$ cat src/rtl/simon_pkg.sv
`default_nettype none
// ============================================================================
// Module   : simon_pkg
// Purpose  : Shared definitions for the Simon sequencing controller: FSM
//            state codes, default hold lengths and the 2-bit one-hot decoder.
// Revision : 1.0 - initial release
// ============================================================================
package simon_pkg;

    // State codes are visible on the debug 'state' port, so values are fixed.
    typedef enum logic [2:0] {
        ST_IDLE  = 3'd0,
        ST_GEN   = 3'd1,
        ST_SHOW  = 3'd2,
        ST_GAP   = 3'd3,
        ST_INPUT = 3'd4,
        ST_WIN   = 3'd5,
        ST_FAIL  = 3'd6
    } state_t;

    localparam int c_FAIL_TICKS_DEF = 3;
    localparam int c_WIN_TICKS_DEF  = 3;

    function automatic logic [3:0] onehot2(input logic [1:0] v);
        return 4'b0001 << v;
    endfunction

endpackage
`default_nettype wire

$ cat src/rtl/simon_press_capture.sv
`default_nettype none
// ============================================================================
// Module   : simon_press_capture
// Purpose  : Rising-edge detect on the decoded button level plus a one-deep
//            press latch. A fresh edge always wins over a same-cycle consume,
//            so a press arriving on the consuming cycle is kept for later.
// Ports    : clk, reset (async, active-high)
//            btn_valid, btn_val  - decoded button level / index
//            consume             - clear the latched press
//            pending, val        - latched press flag / index
// Revision : 1.0 - initial release
// ============================================================================
module simon_press_capture (
    input  logic       clk,
    input  logic       reset,
    input  logic       btn_valid,
    input  logic [1:0] btn_val,
    input  logic       consume,
    output logic       pending,
    output logic [1:0] val
);

    logic       r_prev_q;
    logic       r_pending_q;
    logic [1:0] r_val_q;
    logic       w_pending_d;
    logic [1:0] w_val_d;
    logic       w_rise;

    assign w_rise = btn_valid & ~r_prev_q;

    always_comb begin
        w_pending_d = r_pending_q;
        w_val_d     = r_val_q;
        if (w_rise) begin
            w_pending_d = 1'b1;
            w_val_d     = btn_val;
        end else if (consume) begin
            w_pending_d = 1'b0;
        end
    end

    always_ff @(posedge clk or posedge reset) begin
        if (reset) begin
            r_prev_q    <= 1'b0;
            r_pending_q <= 1'b0;
            r_val_q     <= 2'd0;
        end else begin
            r_prev_q    <= btn_valid;
            r_pending_q <= w_pending_d;
            r_val_q     <= w_val_d;
        end
    end

    assign pending = r_pending_q;
    assign val     = r_val_q;

endmodule
`default_nettype wire

$ cat src/rtl/simon_game_ctrl.sv
`default_nettype none
// ============================================================================
// Module   : simon_game_ctrl
// Purpose  : Simon sequencing controller. Grows the pattern one step per
//            round (LFSR sample written to RAM), plays it back on the LEDs,
//            then scores player presses against the stored pattern.
//            All state changes happen on cycles with tick=1.
// Ports    : clk, reset (async, active-high), tick (step enable)
//            btn_valid/btn_val - decoded buttons; lfsr_val - LFSR output
//            rd_data           - RAM read data (1 clk after rd_addr)
//            lfsr_en, write_en, wr_addr, wr_data, rd_addr - datapath control
//            led, error_led    - user outputs; state, level - debug
// Config   : define SIMON_TIMEOUT_EN to fail after TIMEOUT_TICKS idle ticks
//            in INPUT; without it INPUT waits indefinitely.
// Revision : 1.0 - initial release
// ============================================================================
module simon_game_ctrl
    import simon_pkg::*;
#(
    parameter int DEPTH      = 4,
    parameter int AW         = 4,
    parameter int FAIL_TICKS = c_FAIL_TICKS_DEF,
    parameter int WIN_TICKS  = c_WIN_TICKS_DEF
`ifdef SIMON_TIMEOUT_EN
    ,
    parameter int TIMEOUT_TICKS = 5
`endif
) (
    input  logic          clk,
    input  logic          reset,
    input  logic          tick,
    input  logic          btn_valid,
    input  logic [1:0]    btn_val,
    input  logic [1:0]    lfsr_val,
    input  logic [1:0]    rd_data,
    output logic          lfsr_en,
    output logic          write_en,
    output logic [AW-1:0] wr_addr,
    output logic [1:0]    wr_data,
    output logic [AW-1:0] rd_addr,
    output logic [3:0]    led,
    output logic          error_led,
    output logic [2:0]    state,
    output logic [3:0]    level
);

    generate
        if (DEPTH < 1 || DEPTH > 15 || DEPTH > (1 << AW)) begin : g_depth_check
            $error("simon_game_ctrl: DEPTH must be in 1..15 and not exceed 2**AW");
        end
    endgenerate

    // ------------------------------------------------------------------
    // Press capture
    // ------------------------------------------------------------------
    logic       w_pending;
    logic [1:0] w_press_val;
    logic       w_consume;

    simon_press_capture u_press (
        .clk       (clk),
        .reset     (reset),
        .btn_valid (btn_valid),
        .btn_val   (btn_val),
        .consume   (w_consume),
        .pending   (w_pending),
        .val       (w_press_val)
    );

    // ------------------------------------------------------------------
    // FSM state and registered outputs
    // ------------------------------------------------------------------
    state_t        r_state_q,    w_state_d;
    logic [3:0]    r_level_q,    w_level_d;
    logic [AW-1:0] r_idx_q,      w_idx_d;
    logic [AW-1:0] r_rd_addr_q,  w_rd_addr_d;
    logic [7:0]    r_hold_q,     w_hold_d;
    logic [AW-1:0] r_wr_addr_q,  w_wr_addr_d;
    logic [1:0]    r_wr_data_q,  w_wr_data_d;
    logic          r_write_en_q, w_write_en_d;
    logic          r_lfsr_en_q,  w_lfsr_en_d;
    logic [3:0]    r_led_q,      w_led_d;
    logic          r_error_q,    w_error_d;
    logic [AW-1:0] w_last_idx;

    assign w_last_idx = AW'(r_level_q - 4'd1);

    always_comb begin
        w_state_d    = r_state_q;
        w_level_d    = r_level_q;
        w_idx_d      = r_idx_q;
        w_rd_addr_d  = r_rd_addr_q;
        w_hold_d     = r_hold_q;
        w_wr_addr_d  = r_wr_addr_q;
        w_wr_data_d  = r_wr_data_q;
        w_write_en_d = 1'b0;
        w_lfsr_en_d  = 1'b0;
        // Presses made while the pattern plays back are discarded.
        w_consume    = (r_state_q == ST_SHOW) || (r_state_q == ST_GAP);

        if (tick) begin
            case (r_state_q)
                ST_IDLE: begin
                    if (w_pending) begin
                        // Start press: consumed, not scored. The write/LFSR
                        // strobes are registered so they fire during GEN.
                        w_consume    = 1'b1;
                        w_level_d    = 4'd1;
                        w_state_d    = ST_GEN;
                        w_wr_addr_d  = '0;
                        w_wr_data_d  = lfsr_val;
                        w_write_en_d = 1'b1;
                        w_lfsr_en_d  = 1'b1;
                    end
                end
                ST_GEN: begin
                    w_consume   = 1'b1;
                    w_idx_d     = '0;
                    w_rd_addr_d = '0;
                    w_state_d   = ST_SHOW;
                end
                ST_SHOW: begin
                    w_state_d = ST_GAP;
                end
                ST_GAP: begin
                    if (r_idx_q == w_last_idx) begin
                        w_idx_d     = '0;
                        w_rd_addr_d = '0;
                        w_hold_d    = 8'd0;
                        w_state_d   = ST_INPUT;
                    end else begin
                        w_idx_d     = r_idx_q + AW'(1);
                        w_rd_addr_d = r_rd_addr_q + AW'(1);
                        w_state_d   = ST_SHOW;
                    end
                end
                ST_INPUT: begin
                    if (w_pending) begin
                        w_consume = 1'b1;
                        w_hold_d  = 8'd0;
                        if (w_press_val != rd_data) begin
                            w_state_d = ST_FAIL;
                        end else if (r_idx_q != w_last_idx) begin
                            w_idx_d     = r_idx_q + AW'(1);
                            w_rd_addr_d = r_rd_addr_q + AW'(1);
                        end else if (r_level_q == 4'(DEPTH)) begin
                            w_state_d = ST_WIN;
                        end else begin
                            // New step goes to the address just past the
                            // current pattern, i.e. the old level value.
                            w_level_d    = r_level_q + 4'd1;
                            w_state_d    = ST_GEN;
                            w_wr_addr_d  = AW'(r_level_q);
                            w_wr_data_d  = lfsr_val;
                            w_write_en_d = 1'b1;
                            w_lfsr_en_d  = 1'b1;
                        end
                    end
`ifdef SIMON_TIMEOUT_EN
                    else if (r_hold_q == 8'(TIMEOUT_TICKS - 1)) begin
                        w_hold_d  = 8'd0;
                        w_state_d = ST_FAIL;
                    end else begin
                        w_hold_d = r_hold_q + 8'd1;
                    end
`endif
                end
                ST_WIN: begin
                    if (r_hold_q == 8'(WIN_TICKS - 1)) begin
                        w_state_d   = ST_IDLE;
                        w_level_d   = 4'd0;
                        w_idx_d     = '0;
                        w_rd_addr_d = '0;
                        w_hold_d    = 8'd0;
                    end else begin
                        w_hold_d = r_hold_q + 8'd1;
                    end
                end
                ST_FAIL: begin
                    if (r_hold_q == 8'(FAIL_TICKS - 1)) begin
                        w_state_d   = ST_IDLE;
                        w_level_d   = 4'd0;
                        w_idx_d     = '0;
                        w_rd_addr_d = '0;
                        w_hold_d    = 8'd0;
                    end else begin
                        w_hold_d = r_hold_q + 8'd1;
                    end
                end
                default: begin
                    w_state_d = ST_IDLE;
                    w_level_d = 4'd0;
                end
            endcase
        end

        // LED outputs follow the next state so they line up with 'state'.
        // In SHOW the LED is blanked on the entry cycle because rd_data
        // still reflects the previous address.
        case (w_state_d)
            ST_SHOW:  w_led_d = (r_state_q == ST_SHOW) ? onehot2(rd_data) : 4'b0000;
            ST_INPUT: w_led_d = btn_valid ? onehot2(btn_val) : 4'b0000;
            ST_WIN:   w_led_d = 4'b1111;
            default:  w_led_d = 4'b0000;
        endcase
        w_error_d = (w_state_d == ST_FAIL);
    end

    always_ff @(posedge clk or posedge reset) begin
        if (reset) begin
            r_state_q    <= ST_IDLE;
            r_level_q    <= 4'd0;
            r_idx_q      <= '0;
            r_rd_addr_q  <= '0;
            r_hold_q     <= 8'd0;
            r_wr_addr_q  <= '0;
            r_wr_data_q  <= 2'd0;
            r_write_en_q <= 1'b0;
            r_lfsr_en_q  <= 1'b0;
            r_led_q      <= 4'd0;
            r_error_q    <= 1'b0;
        end else begin
            r_state_q    <= w_state_d;
            r_level_q    <= w_level_d;
            r_idx_q      <= w_idx_d;
            r_rd_addr_q  <= w_rd_addr_d;
            r_hold_q     <= w_hold_d;
            r_wr_addr_q  <= w_wr_addr_d;
            r_wr_data_q  <= w_wr_data_d;
            r_write_en_q <= w_write_en_d;
            r_lfsr_en_q  <= w_lfsr_en_d;
            r_led_q      <= w_led_d;
            r_error_q    <= w_error_d;
        end
    end

    assign lfsr_en   = r_lfsr_en_q;
    assign write_en  = r_write_en_q;
    assign wr_addr   = r_wr_addr_q;
    assign wr_data   = r_wr_data_q;
    assign rd_addr   = r_rd_addr_q;
    assign led       = r_led_q;
    assign error_led = r_error_q;
    assign state     = r_state_q;
    assign level     = r_level_q;

endmodule
`default_nettype wire

$ cat config.mk
export PLATFORM = sky130hd
export DESIGN_NAME = simon_game_ctrl
export DESIGN_NICKNAME = d
export VERILOG_FILES = /design/src/rtl/simon_pkg.sv /design/src/rtl/simon_press_capture.sv /design/src/rtl/simon_game_ctrl.sv
export SDC_FILE = /design/constraint.sdc
export NUM_CORES = 1
export LEC_CHECK = 0
export BUFFER_PORTS_ARGS = -buffer_cell sky130_fd_sc_hd__buf_2
export CAP_MARGIN = 20
export CORE_MARGIN = 2
export CORE_UTILIZATION = 45
export DETAILED_ROUTE_END_ITERATION = 8
export PLACE_DENSITY = 0.69
export SLEW_MARGIN = 5
export SYNTH_ARGS = -nofsm -noshare
export SYNTH_HDL_FRONTEND = slang
export SYNTH_SLANG_ARGS = --single-unit
export TNS_END_PERCENT = 10
$ cat constraint.sdc
create_clock -name clk -period 3.65 [get_ports clk]
set_input_delay 0.365 -clock clk [delete_from_list [all_inputs] [get_ports clk]]
set_output_delay 0.365 -clock clk [all_outputs]
set_load 0.01 [all_outputs]
# == Word level (Yosys, flattened, before mapping) ==
# Index checks and enable logic that the tools add are counted.
# W data, S select, Z words.
# word_totals
mem_bits_rw,0
input_bits,10
word_cells,116
latch_bits,0
memories,0
rom_bits,0
reg_bits,39
# classes
reduce_logical,13
magnitude_cmp,0
n_shift,2
bitwise_logic,3
n_mux,57
mul,0
n_addsub,5
eq_ne,23
n_div,0
# ops
op,count
$mux W4,21
$pmux W4 S4,3
$mux W3,8
$mux W8,3
$pmux W8 S3,1
$eq A3 B3 Y1 const B,6
$pmux W3 S6,1
$add A4 B1 Y4 const B,3
$pmux W4 S3,1
$mux W1,10
$mux W2,5
$eq A3 B2 Y1 const B,3
$add A8 B1 Y8 const B,1
$eq A8 B2 Y1 const B,1
$ne A2 B1 Y1 const B,4
$ne A2 B2 Y1 const B,4
$pmux W4 S2,1
$reduce_and A8 Y1,1
$shl A1 B2 Y4 const A,2
$reduce_and A7 Y1,1
$reduce_and A6 Y1,1
$eq A4 B3 Y1 const B,1
$eq A4 B4 Y1,1
$ne A4 B4 Y1,1
15 further kinds,19

# == Logic depth before layout (Yosys ltp) ==
# Gate-level depths: netlist (run 1).
# depth
word_depth,9
mapped_depth,8
mapped_depth_nobuf,8

# == By module ==
# A second synthesis (run 1) with hierarchy kept.
# hier_totals
cells_unflattened,264
hier_area_um2,2539.9
# modules_own_cells
module,seq_area_each_um2,cells_each,n_inst,area_each_um2
simon_game_ctrl,875.8,254,1,2379.8
simon_press_capture,100.1,10,1,160.2

# == Least setup slack after synthesis (run 1) ==
# OpenSTA, ideal clock, no wires.
# synth_timing
path_kind,register -> register
from,"reg r_level_q[0], in the netlist level[0]"
to,"reg r_wr_data_q[0], in the netlist wr_data[0]"
path_stages_with_launch,9
path_buffers,1
period_less_slack_ns,2.458
setup_time_ns,0.128
setup_slack_ns,1.192
t_arrival_ns,2.330
path_cell_list,dfrtp_1 inv_1 ha_1 xor2_1 nand3b_4 or3_1 buf_6 a21boi_4 mux2_1
# synth_via
elab_chain_len,4
# synth_rtl
element,line,text
from (decl),simon_game_ctrl.sv:74,"logic [3:0] r_level_q, w_level_d;"
from (signal assigned),simon_game_ctrl.sv:224,r_level_q <= w_level_d;
$sub A4 B1 Y4,simon_game_ctrl.sv:86,assign w_last_idx = AW'(r_level_q - 4'd1);
$ne A4 B4 Y1,simon_game_ctrl.sv:143,end else if (r_idx_q != w_last_idx) begin
$ne A2 B2 Y1 (no line),n/a,
$reduce_and A7 Y1 (no line) (*),n/a,
to (signal assigned),simon_game_ctrl.sv:229,r_wr_data_q <= w_wr_data_d;
to (decl),simon_game_ctrl.sv:79,"logic [1:0] r_wr_data_q, w_wr_data_d;"
# Every way passes the cells marked *; elsewhere a longest branch is shown, timed or not.
# A chain may end at the register's enable or synchronous reset.

# == Worst setup path after layout (run 1) ==
# layout_timing
from,"reg r_level_q[0], in the netlist level[0]"
to,"reg r_wr_data_q[1], in the netlist wr_data[1]"
# The elaborated chain is that of the path after synthesis.

==> results.md, run 1 <==
- Seq/Total Area, Yosys: a little over 40%
- Worst hold slack: around 0.18 ns
- Initial antenna violation count: 0
- Initial core utilization: between 40% and 50%
- Die footprint: just under 6000 um2
- Yosys Warn Count: 0
- CTS root buf: clkbuf_8
- Clock-pin slew on the worst setup and hold paths: 0.08 ns
- Max Clk Rate: roughly 370 MHz
- Clk_lat worst skew: roughly 0.29 ns
- Diode count: 0
- Clock power frac: a little under a fifth
- Pwr Density: around 830 nW/um2
- Leak pwr: roughly 0.0012 uW
- Ys async rst share: 100.0%
- Post-layout min period: about 2.7 ns
- Total congestion overflow: 0
- CTS Buf Count: 5
- Fraction of layout cells with a size suffix above 1: 19.93%
- Fin. Hold Viols: 0
- Vias in the first global route: 2016
- Antenna viol nets, final: 0
- CTS resizes: 0
- Reg2reg setup slack: a little under 1 ns
- Setup TNS: 0 ns
- Port Buf Inserts: 33
- Crit path kind: register to register
- Routed wire per std cell: 15.60 um
- Synth area leader: dfrtp_1
- Net load switching power: 993.6 uW
- Mapped Cells: 250
- Die height: approximately 77 um
- Internal power consumption: 1278 uW
- Crit path max fanout: 8
- CP Capture Type: register
- Largest net degree at the start of global routing: 40
- Initial DRT Pass Iterations: 4
- Synth cell types: 57
- HP Class: input pin to async pin
- Die W: 77.22 um
- Seq cells post-synth: 39
- Top layer in use: met4
- Post-synth EDFFs: 0
- Row Count: 26
- Mapped Avg Cell Area: 9.649 um2
- Met3 routed WL: 165 um
- Mapped Nets: 266
- VDD IR max: roughly 0.39 mV
- Setup Viol. Count Final: 0
- First-pass GRT wire length: around 9500 um
- Cts hold-fix bufs: 0
- RePlAce Congestion: just over 0.8
- Setup crit start kind: register
- Wire length on met2: between 2000 and 3000 um
- Worst clock skew: between 0.002 and 0.003 ns
- Dominant synthesized flop cell: dfrtp_1
- Final setup margin: approximately 0.96 ns
- Pins over their slew limit: 0
- RSZ-0062 raised after global routing: false
- # IOs: 34
- Status: finished clean
- Drt drc: 0
- Metal-1 WL: about 2500 um
- Via count: 2004
- Switching Share: 43.74%
- Initial DRC count: roughly 100
- CTS tree: done
- Relative max-transition margin: ~43%
- Vias per std cell: roughly 5.7
- Top post-synthesis cells by area: dfrtp_1, mux2i_1, o21ai_0, ha_1, nand2_1
- Max cap viols: 0
- Final Cycle Share: around 74%
- Mapped Area: around 2400 um2
- Worst path required time: roughly 3.8 ns
- Gate power share: roughly half
- Crit path DAT: between 2 and 3 ns
- Tightest Pin Transition: about 0.84 ns
- Seq pwr share: about a third
- Final net count: roughly 300
- Sink Count: 39
- Pre-CTS WS: ~1 ns
- Dpl hpwl: roughly 4000 um
- Synth-to-Final Area Change: 14.00%
- Post-CTS Setup Inserts: 0
- Core area: slightly above 5000 um2
- Max clock buf depth: 2
- Routed WL: between 5000 and 6000 um
- Htree depth: 2
- Total GRT Usage: between 10% and 20%
- Yosys top cell area share: about two fifths
## routing by layer
layer / global-route usage [%] / vias up
li1: - / 990
met1: 25.45 / 975
met2: 32.70 / 28
met3: 4.353 / 11
met4: 7.321 / 0
met5: 0 / -
## power groups by stage
stage / clock [uW] / sequential (uW) / combinational (uW)
5_1_grt: 459 / 761 / 1230
3_3_place_gp: 0 / 740 / 1080
4_1_cts: 441 / 735 / 1110
3_5_place_dp: 0 / 744 / 1100
6_report: 429 / 737 / 1110
2_1_floorplan: 0 / 716 / 837
## Yosys cell counts (2+ instances only)
library cell	instances
a311oi_1	2
ha_1	6
mux2_1	2
nand2_1	17
or2_2	2
o31ai_1	4
mux2i_1	11
o21a_1	2
a21o_1	2
o21bai_1	4
o22ai_1	5
a211o_1	2
and3_1	4
a21oi_1	4
nand2b_1	4
buf_6	2
xnor2_1	5
o21ai_0	19
nand3_1	12
o211ai_1	2
a31oi_1	2
a211oi_1	4
nor3_1	8
nor2b_1	5
mux2_2	3
a22o_1	5
xor2_1	2
inv_1	16
buf_2	3
nand4_1	10
o311a_1	2
nor4_1	2
dfrtp_1	39
buf_1	2
clkbuf_1	4
or3_1	5
nor2_1	7
## stage by stage
stage	utilization (%)	instance area, um2	power [uW]	instances
finish	53.51	2750	2272	351
global route	53.51	2750	2453	351
CTS	53.51	2750	2285	351
detailed placement	50.93	2618	1849	343
global placement	50.93	2618	1818	343
floorplan	-	2412	1552	250
## path summary, 6_finish.rpt
check                                       start                          to  depth (start not counted)
setup / recovery             level[0]$_DFFE_PP0P_      wr_data[1]$_DFFE_PP0P_                          7
hold / removal                              reset     r_hold_q[7]$_DFFE_PP0P_                          3
setup reg to reg             level[0]$_DFFE_PP0P_      wr_data[1]$_DFFE_PP0P_                          7
hold reg to reg            wr_data[0]$_DFFE_PP0P_      wr_data[0]$_DFFE_PP0P_                          1
max in group asynchronous                   reset          state[2]$_DFF_PP0_                          3
min in group clk                        btn_valid  u_press.r_prev_q$_DFF_PP0_                          1
## flip-flops by register name, summed over array words and instances (netlist names), 2 cells and up
register and cells:
r_hold_q 8, rd_addr 4, wr_data 2, led 4, state 3, r_idx_q 4, level 4, wr_addr 4
u_press.val 2
## layout by cell type (no fill, tap or decap), types with 3 or more instances in the layout
master,netlist,final
a211oi_1,4,4
a21oi_1,4,4
a22o_1,5,5
and3_1,4,4
buf_2,3,33
clkbuf_8,0,5
dfrtp_1,39,39
ha_1,6,6
inv_1,16,16
mux2_2,3,3
mux2i_1,11,11
nand2_1,17,17
nand2b_1,4,4
nand3_1,12,12
nand4_1,10,10
nor2_1,7,7
nor2b_1,5,5
nor3_1,8,7
o21ai_0,19,19
o21bai_1,4,4
o22ai_1,5,5
o31ai_1,4,4
or3_1,5,5
xnor2_1,5,5
## worst max-delay path, stage by stage (launching register included)
cell and delay, ns:
dfrtp_1 0.48, inv_1 0.11, ha_1 0.34, xor2_1 0.32, nand3b_4 0.16, or3_1 0.53
a21boi_4 0.29, mux2_1 0.34
## kinds of logic after synthesis
family	after synthesis	share of synthesized area, %
DFF	39	40.46
xor gates and xnor gates	8	3.527
AOI/OAI and AO/OA	69	21.32
muxes	16	6.898
and+or+nand+nor	84	19.40
buffers and inverters	28	5.290
adders and majority gates	6	3.112
## final cells by class
type / count / area, um2
clock buffer: 6 / 72.57
clock inverter: 2 / 60.06
fill: 501 / 2390
inverter: 16 / 60.06
multi-input combinational: 183 / 1314
sequential: 39 / 975.9
tap: 70 / 87.58
timing repair buffer: 35 / 180.2
Power figures use the tool's default switching activity.
==> run 2: changes to the inputs <==
- clock period: 3.65 -> 2.55 ns (I/O delays scaled with it)
==> results.md, run 2 (synthesis gave the netlist of run 1 again) <==
- Wire length on met2: roughly 2600 um
- Final net count: slightly above 300
- Diode count: 0
- Drt drc: 0
- Worst hold slack: a little under 0.06 ns
- Metal-1 WL: around 2500 um
- VDD IR max: a little under 0.6 mV
- Largest Register: r_hold_q
- Initial DRT Pass Iterations: 4
- # IOs: 34
- Pins over their slew limit: 0
- FILL cells: about 500
- Worst path required time: around 2.7 ns
- Worst clock skew: roughly 0.0068 ns
- Routed wire per std cell: around 15 um
- Largest net degree at the start of global routing: 40
- Post-CTS Setup Inserts: 0
- Routed WL: 5354 um
- Post-layout min period: approximately 2.3 ns
- Internal power consumption: 1727 uW
- RePlAce Congestion: around 0.84
- RSZ-0062 raised after global routing: false
- Sink Count: 39
- Dpl cells: ~360
- Core area: around 5000 um2
- Crit path kind: register to register
- Crit path DAT: 2.49 ns
- Commonest non-fill, non-tap cell in the layout: dfrtp_1
- Fin. Hold Viols: 0
- Total congestion overflow: 0
- Clock power frac: between 10% and 20%
- CTS tree: done
- Initial core utilization: between 40% and 50%
- Top layer in use: met4
- Clk_lat worst skew: approximately 0.29 ns
- Setup Viol. Count Final: 0
- Fraction of layout cells with a size suffix above 1: between 20% and 30%
- Row Count: 26
- Htree depth: 2
- CP Capture Type: register
- Port Buf Inserts: 33
- CTS root buf: clkbuf_8
- Relative max-transition margin: approximately two thirds
- Leak pwr: roughly 0.0013 uW
- HP Class: input pin to async pin
- Die W: 77.22 um
- Die footprint: between 5000 and 6000 um2
- Switching Share: between 40 and 50%
- Max cap viols: 0
- Largest register FFs: 8
- Most frequent cells in the layout: dfrtp_1, buf_2, o21ai_0
- Met3 routed WL: ~210 um
- Vias in the first global route: about 2k
- Synth-to-Final Area Change: 16.44%
- Crit path max fanout: 8
- Gate power share: between 50 and 60%
- Seq pwr share: 32.3%
- CTS Buf Count: 5
- Die height: just under 80 um
- Final Util: a little over half
- Via count: between 2k and 2.5k
- Max clock buf depth: 2
- Setup crit start kind: register
- Tightest Pin Transition: approximately 0.50 ns
- Net load switching power: around 1400 uW
- Total GRT Usage: 19.49%
- Final Cycle Share: between 90 and 100%
- Status: finished clean
- Finished Layout Cells: about 360
- Vias per std cell: approximately 5.7
- Initial antenna violation count: 0
- Max Clk Rate: between 400 and 500 MHz
- Pwr Density: roughly 1100 nW/um2
- First-pass GRT wire length: ~9500 um
- Initial DRC count: 120
- Dpl hpwl: around 4000 um
- Antenna viol nets, final: 0
- Clock-pin slew on the worst setup and hold paths: around 0.080 ns
- Setup TNS: 0 ns
[run 2: final timing paths]
path	depth (start not counted)	to	slack (ns)	startpoint
max	7	wr_data[1]$_DFFE_PP0P_	0.23	level[0]$_DFFE_PP0P_
min	3	r_hold_q[5]$_DFFE_PP0P_	0.06	reset
max reg2reg	7	wr_data[1]$_DFFE_PP0P_	0.23	level[0]$_DFFE_PP0P_
min reg2reg	1	wr_data[0]$_DFFE_PP0P_	0.50	wr_data[0]$_DFFE_PP0P_
max in group asynchronous	3	r_hold_q[6]$_DFFE_PP0P_	2.14	reset
min in group clk	1	u_press.r_prev_q$_DFF_PP0_	0.13	btn_valid
[run 2: timing repair]
| action | CTS | global route |
|---|---|---|
| resized for setup | 0 | 2 |
| hold buffers | 0 | 0 |
| endpoints found under the hold margin | 0 | 0 |
| setup endpoints to repair | 0 | 9 |
[run 2: power by group through the flow]
stage,clock network (uW),registers [uW],logic [uW]
global route,450,1050,1930
CTS,431,1020,1720
floorplan,0,1020,1200
global placement,0,1030,1690
finish,418,1030,1730
detailed placement,0,1030,1710
[run 2: layout make-up]
class,instances,area [um2],area share (%)
Multi-Input combinational cell,183,1326,47.22
Sequential cell,39,975.9,34.74
Timing Repair Buffer,47,270.3,9.621
Tap cell,70,87.58,3.118
Clock buffer,5,68.82,2.450
Inverter,16,60.06,2.138
Clock inverter,3,20.02,0.7127
[run 2: worst max-delay path, stage by stage (launching register included)]
cell and delay, ns:
dfrtp_1 0.36, inv_1 0.06, ha_1 0.34, xor2_2 0.24
nand3b_4 0.15, or3_4 0.46, a21boi_4 0.25, mux2_1 0.34
[run 2: per-layer routing]
metal	GRT usage (%)	up-vias
met5	0	-
met4	4.286	0
met3	3.647	5
met2	33.39	44
met1	25.58	996
li1	-	1006
[run 2: stage by stage]
step	setup slack (ns)	instance area, um2	total power, uW
after floorplan	0.09242	2412	2222
after global placement	0.1324	2708	2718
after detailed placement	0.04916	2708	2744
after CTS	0.02967	2796	3173
after global routing	0.07909	2809	3431
final	0.2336	2809	3175
